File: src/rtl/pipe_stage_skid_reg.sv
// Pipeline stage register with a valid/ready handshake and a 2-entry skid buffer.
// in_ready is registered, so no combinational ready path runs stage-to-stage.
module pipe_stage_skid_reg #(
    parameter int PC_W   = 32,
    parameter int OP_W   = 6,
    parameter int DATA_W = 32,
    parameter int ADDR_W = 26,
    parameter int REG_W  = 5,
    parameter int NOP_OP = 55,
    parameter int CNT_W  = 16
) (
    input  logic              clk,
    input  logic              rst,
    input  logic              flush,
    input  logic              in_valid,
    output logic              in_ready,
    input  logic [PC_W-1:0]   pc_in,
    input  logic [OP_W-1:0]   op_in,
    input  logic [DATA_W-1:0] os_in,
    input  logic [DATA_W-1:0] ot_in,
    input  logic [ADDR_W-1:0] addr_in,
    input  logic [DATA_W-1:0] imm_dpl_in,
    input  logic [REG_W-1:0]  wreg_in,
    input  logic [DATA_W-1:0] result_in,
    output logic              out_valid,
    input  logic              out_ready,
    output logic [PC_W-1:0]   pc_out,
    output logic [OP_W-1:0]   op_out,
    output logic [DATA_W-1:0] os_out,
    output logic [DATA_W-1:0] ot_out,
    output logic [ADDR_W-1:0] addr_out,
    output logic [DATA_W-1:0] imm_dpl_out,
    output logic [REG_W-1:0]  wreg_out,
    output logic [DATA_W-1:0] result_out,
    output logic [CNT_W-1:0]  stall_cnt
);

    localparam logic [OP_W-1:0]  NOP     = OP_W'(NOP_OP);
    localparam logic [CNT_W-1:0] CNT_MAX = '1;

    logic              skid_valid;
    logic [PC_W-1:0]   skid_pc;
    logic [OP_W-1:0]   skid_op;
    logic [DATA_W-1:0] skid_os;
    logic [DATA_W-1:0] skid_ot;
    logic [ADDR_W-1:0] skid_addr;
    logic [DATA_W-1:0] skid_imm_dpl;
    logic [REG_W-1:0]  skid_wreg;
    logic [DATA_W-1:0] skid_result;

    logic              acc;
    logic              pop;
    logic [REG_W-1:0]  wreg_cap;

    assign acc      = in_valid & in_ready;
    assign pop      = out_valid & out_ready;
    // Bubbles travel as real entries but must never write a register.
    assign wreg_cap = (op_in == NOP) ? '0 : wreg_in;

    // The main entry is the output register set itself; out_valid is its valid bit.
    always_ff @(posedge clk or posedge rst) begin
        if (rst) begin
            out_valid    <= 1'b0;
            pc_out       <= '0;
            op_out       <= NOP;
            os_out       <= '0;
            ot_out       <= '0;
            addr_out     <= '0;
            imm_dpl_out  <= '0;
            wreg_out     <= '0;
            result_out   <= '0;
            skid_valid   <= 1'b0;
            skid_pc      <= '0;
            skid_op      <= NOP;
            skid_os      <= '0;
            skid_ot      <= '0;
            skid_addr    <= '0;
            skid_imm_dpl <= '0;
            skid_wreg    <= '0;
            skid_result  <= '0;
            in_ready     <= 1'b1;
        end else if (flush) begin
            out_valid  <= 1'b0;
            op_out     <= NOP;
            wreg_out   <= '0;
            skid_valid <= 1'b0;
            in_ready   <= 1'b1;
        end else if (!out_valid || pop) begin
            if (skid_valid) begin
                out_valid   <= 1'b1;
                pc_out      <= skid_pc;
                op_out      <= skid_op;
                os_out      <= skid_os;
                ot_out      <= skid_ot;
                addr_out    <= skid_addr;
                imm_dpl_out <= skid_imm_dpl;
                wreg_out    <= skid_wreg;
                result_out  <= skid_result;
                skid_valid  <= 1'b0;
                in_ready    <= 1'b1;
            end else if (acc) begin
                out_valid   <= 1'b1;
                pc_out      <= pc_in;
                op_out      <= op_in;
                os_out      <= os_in;
                ot_out      <= ot_in;
                addr_out    <= addr_in;
                imm_dpl_out <= imm_dpl_in;
                wreg_out    <= wreg_cap;
                result_out  <= result_in;
            end else if (pop) begin
                out_valid <= 1'b0;
                op_out    <= NOP;
                wreg_out  <= '0;
            end
        end else if (acc) begin
            skid_valid   <= 1'b1;
            skid_pc      <= pc_in;
            skid_op      <= op_in;
            skid_os      <= os_in;
            skid_ot      <= ot_in;
            skid_addr    <= addr_in;
            skid_imm_dpl <= imm_dpl_in;
            skid_wreg    <= wreg_cap;
            skid_result  <= result_in;
            in_ready     <= 1'b0;
        end
    end

    // Stall counter is deliberately immune to flush; only reset clears it.
    always_ff @(posedge clk or posedge rst) begin
        if (rst) begin
            stall_cnt <= '0;
        end else if (out_valid && !out_ready && stall_cnt != CNT_MAX) begin
            stall_cnt <= stall_cnt + 1'b1;
        end
    end

endmodule

File: config.mk
export PLATFORM = sky130hd
export DESIGN_NAME = pipe_stage_skid_reg
export DESIGN_NICKNAME = d
export VERILOG_FILES = /design/src/rtl/pipe_stage_skid_reg.sv
export SDC_FILE = /design/constraint.sdc
export NUM_CORES = 1
export LEC_CHECK = 0
export CAP_MARGIN = 20
export CORE_UTILIZATION = 45
export CTS_CLUSTER_DIAMETER = 50
export DETAILED_ROUTE_END_ITERATION = 6
export PLACE_DENSITY = 0.82
export SETUP_SLACK_MARGIN = 0.5
export SYNTH_ARGS = -nofsm -noshare
export SYNTH_HDL_FRONTEND = slang
export SYNTH_SLANG_ARGS = --single-unit
File: constraint.sdc
create_clock -name clk -period 13.8 [get_ports clk]
set_input_delay 2.76 -clock clk [delete_from_list [all_inputs] [get_ports clk]]
set_output_delay 2.76 -clock clk [all_outputs]
set_load 0.01 [all_outputs]
## After elaboration in Yosys (flattened, before gate mapping)

Index checks and enable logic that the tools add are counted.

| storage, ports and cells | value |
|---|---|
| output and inout port bits | 215 |
| flip-flop bits (word level) | 413 |
| word-level logic and storage cells | 76 |

| operators by class | value |
|---|---|
| muxes and demuxes | 35 |
| add/subtract/negate cells | 1 |
| bitwise operators | 4 |
| reductions and logical operators | 13 |
| equal/unequal tests | 3 |

Operators by type and width:

| operator | count |
|---|---|
| 2-to-1 mux 32 bit | 10 |
| 2-to-1 mux 26 bit | 2 |
| 2-to-1 mux 5 bit | 6 |
| 2-to-1 mux 6 bit | 5 |
| adder 16 x 1 -> 16 bit, second input constant | 1 |
| inequality test 16 bit, second input constant | 1 |
| 2-to-1 mux 1 bit | 12 |
| equality test 6 bit, second input constant | 1 |
| AND reduction 3 bit | 2 |
| AND reduction 2 bit | 2 |
| nonzero test 2 bit | 2 |
| nonzero test 4 bit | 1 |
| inequality test 3 bit, second input constant | 1 |
| nonzero test 3 bit | 1 |
| AND 1 bit | 2 |
| logical AND 1 bit | 2 |
| zero test 1 bit | 2 |
| inverter 1 bit | 2 |
| logical OR 1 bit | 1 |

## Logic depth before layout (Yosys ltp)

Gate-level depths: netlist (run 1).

| depth | value |
|---|---|
| depth in word-level cells | 6 |
| depth in mapped cells | 8 |

## Worst setup path after synthesis (run 1)

Ideal clock, no wire load.

| timing path | value |
|---|---|
| path type | input to register |
| start | input port out_ready |
| end | register stall_cnt[13] |
| path slack | 9,707 ps |
| stages on the path | 5 |
| library setup time | 119 ps |
| data required time | 13,681 ps |
| data arrival time | 3,974 ps |
| cell sequence | nand2b_1 buf_6 or3_4 or4_1 o21a_1 |

| on the way | value |
|---|---|
| cells in the longest elaborated chain, start to end | 3 |

Ends and longest elaborated chain:

| item | RTL line | text |
|---|---|---|
| start, declared | 26 | `input logic out_ready,` |
| zero test 1 bit | 134 | `end else if (out_valid && !out_ready && stall_cnt != CNT_MAX) begin` |
| logical AND 1 bit (2 in a row) | 134 |  |
| end signal, assigned | 135 | `stall_cnt <= stall_cnt + 1'b1;` |
| end, declared | 35 | `output logic [CNT_W-1:0] stall_cnt` |

Every way passes these cells.
A chain may end at the register's enable or synchronous reset.

## Worst setup path after layout (run 1)

| timing path | value |
|---|---|
| start | input port in_valid |
| end | register addr_out[5] |

| on the way | value |
|---|---|
| cells in the longest elaborated chain, start to end | 3 |

Ends and longest elaborated chain:

| item | RTL line | text |
|---|---|---|
| start, declared | 15 | `input logic in_valid,` |
| AND 1 bit | 55 | `assign acc = in_valid & in_ready;` |
| nonzero test 2 bit (no source line) | -- |  |
| AND reduction 3 bit (no source line) | -- |  |
| end signal, assigned | 95 | `addr_out <= skid_addr;` |
| end signal, assigned | 107 | `addr_out <= addr_in;` |
| end, declared | 31 | `output logic [ADDR_W-1:0] addr_out,` |

Every way passes these cells.

==> metrics.yaml, run 1 <==
outcome: "complete, no violations"
grt_remaining_overflow: 0
holdBufCountCts: 0
routed_wl_um: 46400
synth-seq-cells: 413
maxCapViolCount: 0
io_buffer_count: 416
area_delta_synth_final_pct: 34.2
clock_latency_ns: 0.56
critPathLaunchType: "input pin"
cts_made_buffers: 46
start_util_pct: 45.9
synth_cell_types: 43
multiInputGateArea_um2: 6450
via_count: 14000
rr_endpoint: "addr_out[5]"
grt_start_max_net_pins: 240
worstMarginPinSlew_ns: 1.10
drive_above_1_share_pct: 4.67
synth-edff-count: 0
finalCritPeriodShare_pct: 41.3
ir_worst_vdd_uv: 111
synthCells: 1779
nets: 2352
ys_dominant_reg_cell: "dfrtp_1"
reg2regPathDepth: 7
clockRootBuffer: "clkbuf_16"
synth_top_cell_area_share_pct: 58.1
ys_async_sr_fraction_pct: 100
die_x_um: 198
clock.fmax_mhz: 176
gp_congestion: 0.884
remaining_drc_errors: 0
rows: 71
synth_common_cells: "nand2_1 (583), dfrtp_1 (402), a21oi_1 (202), nor2_1 (202), mux2i_1 (191)"
synthTopCellsByArea: "dfrtp_1 (58%), nand2_1 (13%), mux2i_1 (11%)"
critPathKind: "input pin to flop"
cellInternalPower_mw: 2.53
wire_per_inst_um: 17.2
yosysSeqAreaShare_pct: 59.8
ant_nets: 0
nFillCells: 2962
drt_iter0_drc: 688
fp.dieArea_um2: 39300
power_frac_comb_pct: 20.1
core_um2: 37800
dr.pass1.iters: 5
maxSlewHeadroom_pct: 26.8
postCtsSetupRepairBufs: 0
rsz0062_at_grt: "no"
fin_tns_setup_ns: 0
slew_viol_final: 0
rrSetupSlack_ns: 9.88
cp_max_fo: 239
cts-htree-levels: 2
p_clk_share_pct: 33.3
viasPerCell: 5.20
grt_pass1_wl_um: 73100
track_usage_pct: 23.4
yosys_warnings: 0
cts_sinks: 413
yosysMostFrequentCell: "nand2_1"
fin_crit_ns: 5.70
grt_pass1_vias: 14200
r2r-start: "skid_valid"
switching_share_pct: 27.8
worstPathArrival_ns: 6.17
whs_endpoint: "skid_op[4]"
final_core_util_pct: 61.6
hold_viol: 0
io_pins: 417
yosys.area.top_type: "dfrtp_1"
required_ns: 14.27
cts_tree: "done"
seqPwrFrac_pct: 46.6
cts_resized: 0
place_hpwl_um: 30200
leakage_nw: 10.2
hold_path_depth: 2
synthesis.area_um2: 17300
syn_nets: 1982
hold_start: "skid_op[4]"
switchingPower_mw: 0.974
setup_viol: 0
finalClockSkew_ns: 0.0190
antenna_found_initial: 1
endpoint_kind: "flop"
clk_path_buf_depth: 3
p_per_area_nw_per_um2: 151
syn_avg_cell_area_um2: 9.74
path_clk_slew_ns: 0.06
whs_ns: 0.459
regArea_um2: 10400
die_h_um: 198
hp-class: "flop to flop"
## critical path: stages
cell and delay [ns]:
clkdlybuf4s50_1 0.55, a21oi_1 0.18, nor3_4 0.38, buf_16 0.22, buf_12 0.64, buf_4 0.94, nor2_1 0.11, a21oi_1 0.17
## metrics by stage
| step | setup WS, ns | power [mW] | cell area, um2 | cells |
|---|---|---|---|---|
| after global placement | 7.27 | 2.31 | 21700 | 2609 |
| after global routing | 7.90 | 3.67 | 23200 | 2695 |
| final | 8.10 | 3.50 | 23200 | 2695 |
| after CTS | 7.73 | 3.53 | 23200 | 2691 |
| after detailed placement | 7.17 | 2.34 | 21700 | 2609 |
| after floorplan | 5.48 | 1.94 | 17300 | 1779 |
## cells by family (layout without fill, tap and decap cells)
group                    after synthesis  after routing  share of synthesized area (%)
adder cells (fa/ha/maj)                1              1                         0.0722
AO/OA/AOI/OAI                        221            221                           6.81
XOR/XNOR                               8              8                          0.405
other                                  0              1                              0
buffers and inverters                112            516                           3.12
AND/OR/NAND/NOR                      831            831                           18.7
flip-flops                           413            413                           59.8
multiplexers                         193            193                           11.2
## cell type report
type,count,area share (%)
Antenna cell,1,0.0108
Clock buffer,71,5.75
Clock inverter,11,0.441
Inverter,2,0.0484
Multi-Input combinational cell,1254,27.7
Sequential cell,413,44.5
Tap cell,511,2.75
Timing Repair Buffer,432,18.7
## sequential cells by signal, indices dropped and copies added, names as in the netlist
| register | count |
|---|---|
| skid_wreg | 5 |
| in_ready | 1 |
| result_out | 32 |
| skid_ot | 32 |
| stall_cnt | 16 |
| op_out | 6 |
| skid_op | 6 |
| skid_result | 32 |
| pc_out | 32 |
| skid_os | 32 |
| imm_dpl_out | 32 |
| skid_imm_dpl | 32 |
| wreg_out | 5 |
| skid_valid | 1 |
| ot_out | 32 |
| skid_addr | 26 |
| skid_pc | 32 |
| out_valid | 1 |
| os_out | 32 |
| addr_out | 26 |
## routing by layer
layer | GRT usage [%] | vias up | wire, um
li1 | - | 6563 | -
met1 | 28.2 | 6836 | 18200
met2 | 38.9 | 496 | 22500
met3 | 5.96 | 122 | 3600
met4 | 12.1 | 0 | 2030
met5 | 0 | - | 0
## worst max path at each step
stage | startpoint | endpoint | depth (start not counted) | slack, ns
floorplan | rst | addr_out[0] | 1 | 5.48
global route | in_valid | ot_out[3] | 8 | 7.90
CTS | out_ready | skid_addr[13] | 7 | 7.73
finish | in_valid | addr_out[5] | 8 | 8.10
global placement | out_ready | skid_ot[23] | 7 | 7.27
detailed placement | flush | addr_out[14] | 6 | 7.17
## power groups by stage
| stage | clock [mW] | combinational [mW] | sequential [mW] |
|---|---|---|---|
| floorplan | 0 | 0.286 | 1.66 |
| finish | 1.17 | 0.704 | 1.63 |
| CTS | 1.19 | 0.709 | 1.63 |
| global placement | 0 | 0.677 | 1.63 |
| detailed placement | 0 | 0.703 | 1.64 |
| global route | 1.24 | 0.778 | 1.66 |
## cells in the final DEF (no fill, tap or decap), types with 3 or more instances in the layout
master and n:
dfstp_2 11, nand3_1 6, clkdlybuf4s50_1 416, buf_4 11
clkinvlp_4 3, dfrtp_1 401, and2_1 5, clkbuf_1 17
mux2i_1 191, nand2_1 583, clkbuf_16 47, clkbuf_8 7
a21oi_1 202, clkinv_2 4, nor2_1 202, xor2_1 6
nand4_1 6, nor3_1 10, a221o_1 5, a22o_1 5
Power figures use the tool's default switching activity.
==> inputs of run 2 (changes only) <==
==> constraint.sdc (replaced) <==
create_clock -name clk -period 4.9 [get_ports clk]
set_input_delay 0.98 -clock clk [delete_from_list [all_inputs] [get_ports clk]]
set_output_delay 0.98 -clock clk [all_outputs]
set_load 0.01 [all_outputs]
==> run 2 against run 1 <==
  * Power increased to 2.8 times the previous value
  * Cell area is 0.55% higher
  * Largest cell class unchanged
  * Highest routed layer unchanged
  * Register-to-register slack got worse by 7.7 ns
  * Critical path depth fell by 3
  * Core utilization is 0.34 points higher
  * Sequential power grew to 2.8 times the previous value
  * Combinational power rose to 2.8 times the previous value
==> metrics.yaml, run 2 (synthesis gave the netlist of run 1 again) <==
rr_endpoint: "ot_out[24]"
cts_resized: 0  # unchanged
ant_nets: 0  # unchanged
remaining_drc_errors: 0  # unchanged
rsz0062_at_grt: "no"
post-place-ws_ns: 1.76  # -5.41 ns
cts-htree-levels: 2  # unchanged
power_mw: 9.97  # +180%
wire_per_inst_um: 16.8  # -2.1%
die_x_um: 198  # unchanged
switchingPower_mw: 2.75  # +180%
final_core_util_pct: 61.9  # +0.34 points
fp.dieArea_um2: 39300  # unchanged
critPathLaunchType: "flop"
die_h_um: 198  # unchanged
maxSlewHeadroom_pct: 31.7  # +4.8 points
grt_pass1_wl_um: 72200  # -1.1%
clock_latency_ns: 0.56  # about the same
cts_sinks: 413  # unchanged
io_pins: 417  # unchanged
mostFrequentLayoutCells: "nand2_1 (583), clkdlybuf4s50_1 (416), dfrtp_1 (401)"
endpoint_kind: "flop"
grt_start_max_net_pins: 195  # -19%
finalCritPeriodShare_pct: 55.7
nets: 2353  # +0.043%
grt_pass1_vias: 14000  # -1.8%
path_clk_slew_ns: 0.06  # about the same
cts_made_buffers: 45  # -2.2%
viasPerCell: 5.14  # -1.2%
final_common_cell: "nand2_1"
hold_path_depth: 2  # unchanged
dr.pass1.iters: 5  # unchanged
worst_slack_ns: 2.17  # -5.93 ns
fin_crit_ns: 2.73
leakage_nw: 10.3  # +0.60%
setup_viol: 0  # unchanged
maxCapViolCount: 0  # unchanged
clock.fmax_mhz: 366
antenna_cells: 0  # -1
drt_iter0_drc: 599  # -13%
clockRootBuffer: "clkbuf_16"
placed_cells: 2614  # +0.19%
critPathKind: "flop to flop"
hp-class: "flop to flop"
switching_share_pct: 27.6  # -0.25 points
cellInternalPower_mw: 7.22  # +190%
io_buffer_count: 416  # unchanged
required_ns: 5.37  # -8.90 ns
gp_congestion: 0.858  # -3.0%
place_hpwl_um: 29800  # -1.3%
power_frac_comb_pct: 19.9  # -0.2 points
grt_remaining_overflow: 0  # unchanged
final_cell_count_no_fill: 2696  # +0.037%
finalClockSkew_ns: 0.0149  # -0.00408 ns
start_util_pct: 45.9  # unchanged
whs_endpoint: "skid_op[1]"
rows: 71  # unchanged
r2r-start: "skid_valid"
core_um2: 37800  # unchanged
cts_tree: "done"
track_usage_pct: 23.1  # -0.36 points
via_count: 13900  # -1.2%
outcome: "complete, no violations"
antenna_found_initial: 0  # -1
reg2regPathDepth: 5  # -2
postCtsSetupRepairBufs: 0  # unchanged
worstMarginPinSlew_ns: 1.02  # -0.0727 ns
hold_start: "skid_op[1]"
nFillCells: 2916  # -1.6%
cp_max_fo: 194  # -19%
ir_worst_vdd_uv: 325  # +190%
rrSetupSlack_ns: 2.17  # -7.71 ns
worstPathArrival_ns: 3.20  # -2.97 ns
holdBufCountCts: 0  # unchanged
clk_path_buf_depth: 3  # unchanged
drive_above_1_share_pct: 5.03  # +0.36 points
p_per_area_nw_per_um2: 427  # +180%
seqPwrFrac_pct: 45.9  # -0.7 points
area_delta_synth_final_pct: 34.9
p_clk_share_pct: 34.2  # +0.9 points
routed_wl_um: 45400  # -2.1%
hold_viol: 0  # unchanged
slew_viol_final: 0  # unchanged
-- run 2: changes by cell type in the layout (fill, tap and decap cells not counted), moves of 2 or more --
cell	delta
buf_16	-2
clkbuf_1	-6
buf_12	+8
clkbuf_8	-3
bufinv_16	+3
buf_4	-3
clkinv_2	+5
-- run 2: final cells by class --
cell class / count / area, um2 / area share [%]
Timing Repair Buffer: 434 / 4420 / 18.9
Multi-Input combinational cell: 1254 / 6450 / 27.6
Clock buffer: 62 / 1270 / 5.44
Tap cell: 511 / 639 / 2.74
Inverter: 2 / 11.3 / 0.0482
Sequential cell: 413 / 10400 / 44.3
Clock inverter: 20 / 225 / 0.964
-- run 2: metal layers --
metal  global-route usage [%]  wire [um]  vias to the layer above
met5                        0          0                        -
met4                     11.2       1880                        0
met3                     5.93       3610                      127
met2                     37.7      21900                      484
met1                     28.5      18000                     6667
li1                         -          -                     6577
-- run 2: power groups by stage --
stage	clock [mW]	combinational, mW	sequential (mW)
CTS	3.49	2.00	4.58
global placement	0	1.92	4.59
finish	3.41	1.98	4.58
floorplan	0	0.807	4.67
global route	3.62	2.20	4.66
detailed placement	0	1.99	4.63
-- run 2: how the worst max path moves through the flow --
stage                           from           end  depth (start not counted)
after floorplan                  rst   addr_out[0]                          1
after global placement     out_ready  skid_wreg[0]                          5
after detailed placement   out_ready  skid_wreg[3]                          5
after CTS                  op_out[2]     op_out[2]                          1
after global routing      skid_valid    ot_out[24]                          5
final                     skid_valid    ot_out[24]                          5
-- run 2: per-stage QoR --
stage	cell area, um2	hold WS [ns]	TNS (ns)
floorplan	17300	0.437	-659.89
global placement	21900	0.446	0
finish	23400	0.459	0
detailed placement	21900	0.450	0
CTS	23400	0.461	0
global route	23400	0.466	0
-- run 2: worst max-delay path: stages (launching register included) --
cell     delay (ns)
dfrtp_4        0.98
a21oi_1        0.26
nor3_4         0.33
buf_12         0.47
nor2_1         0.11
a21oi_1        0.16
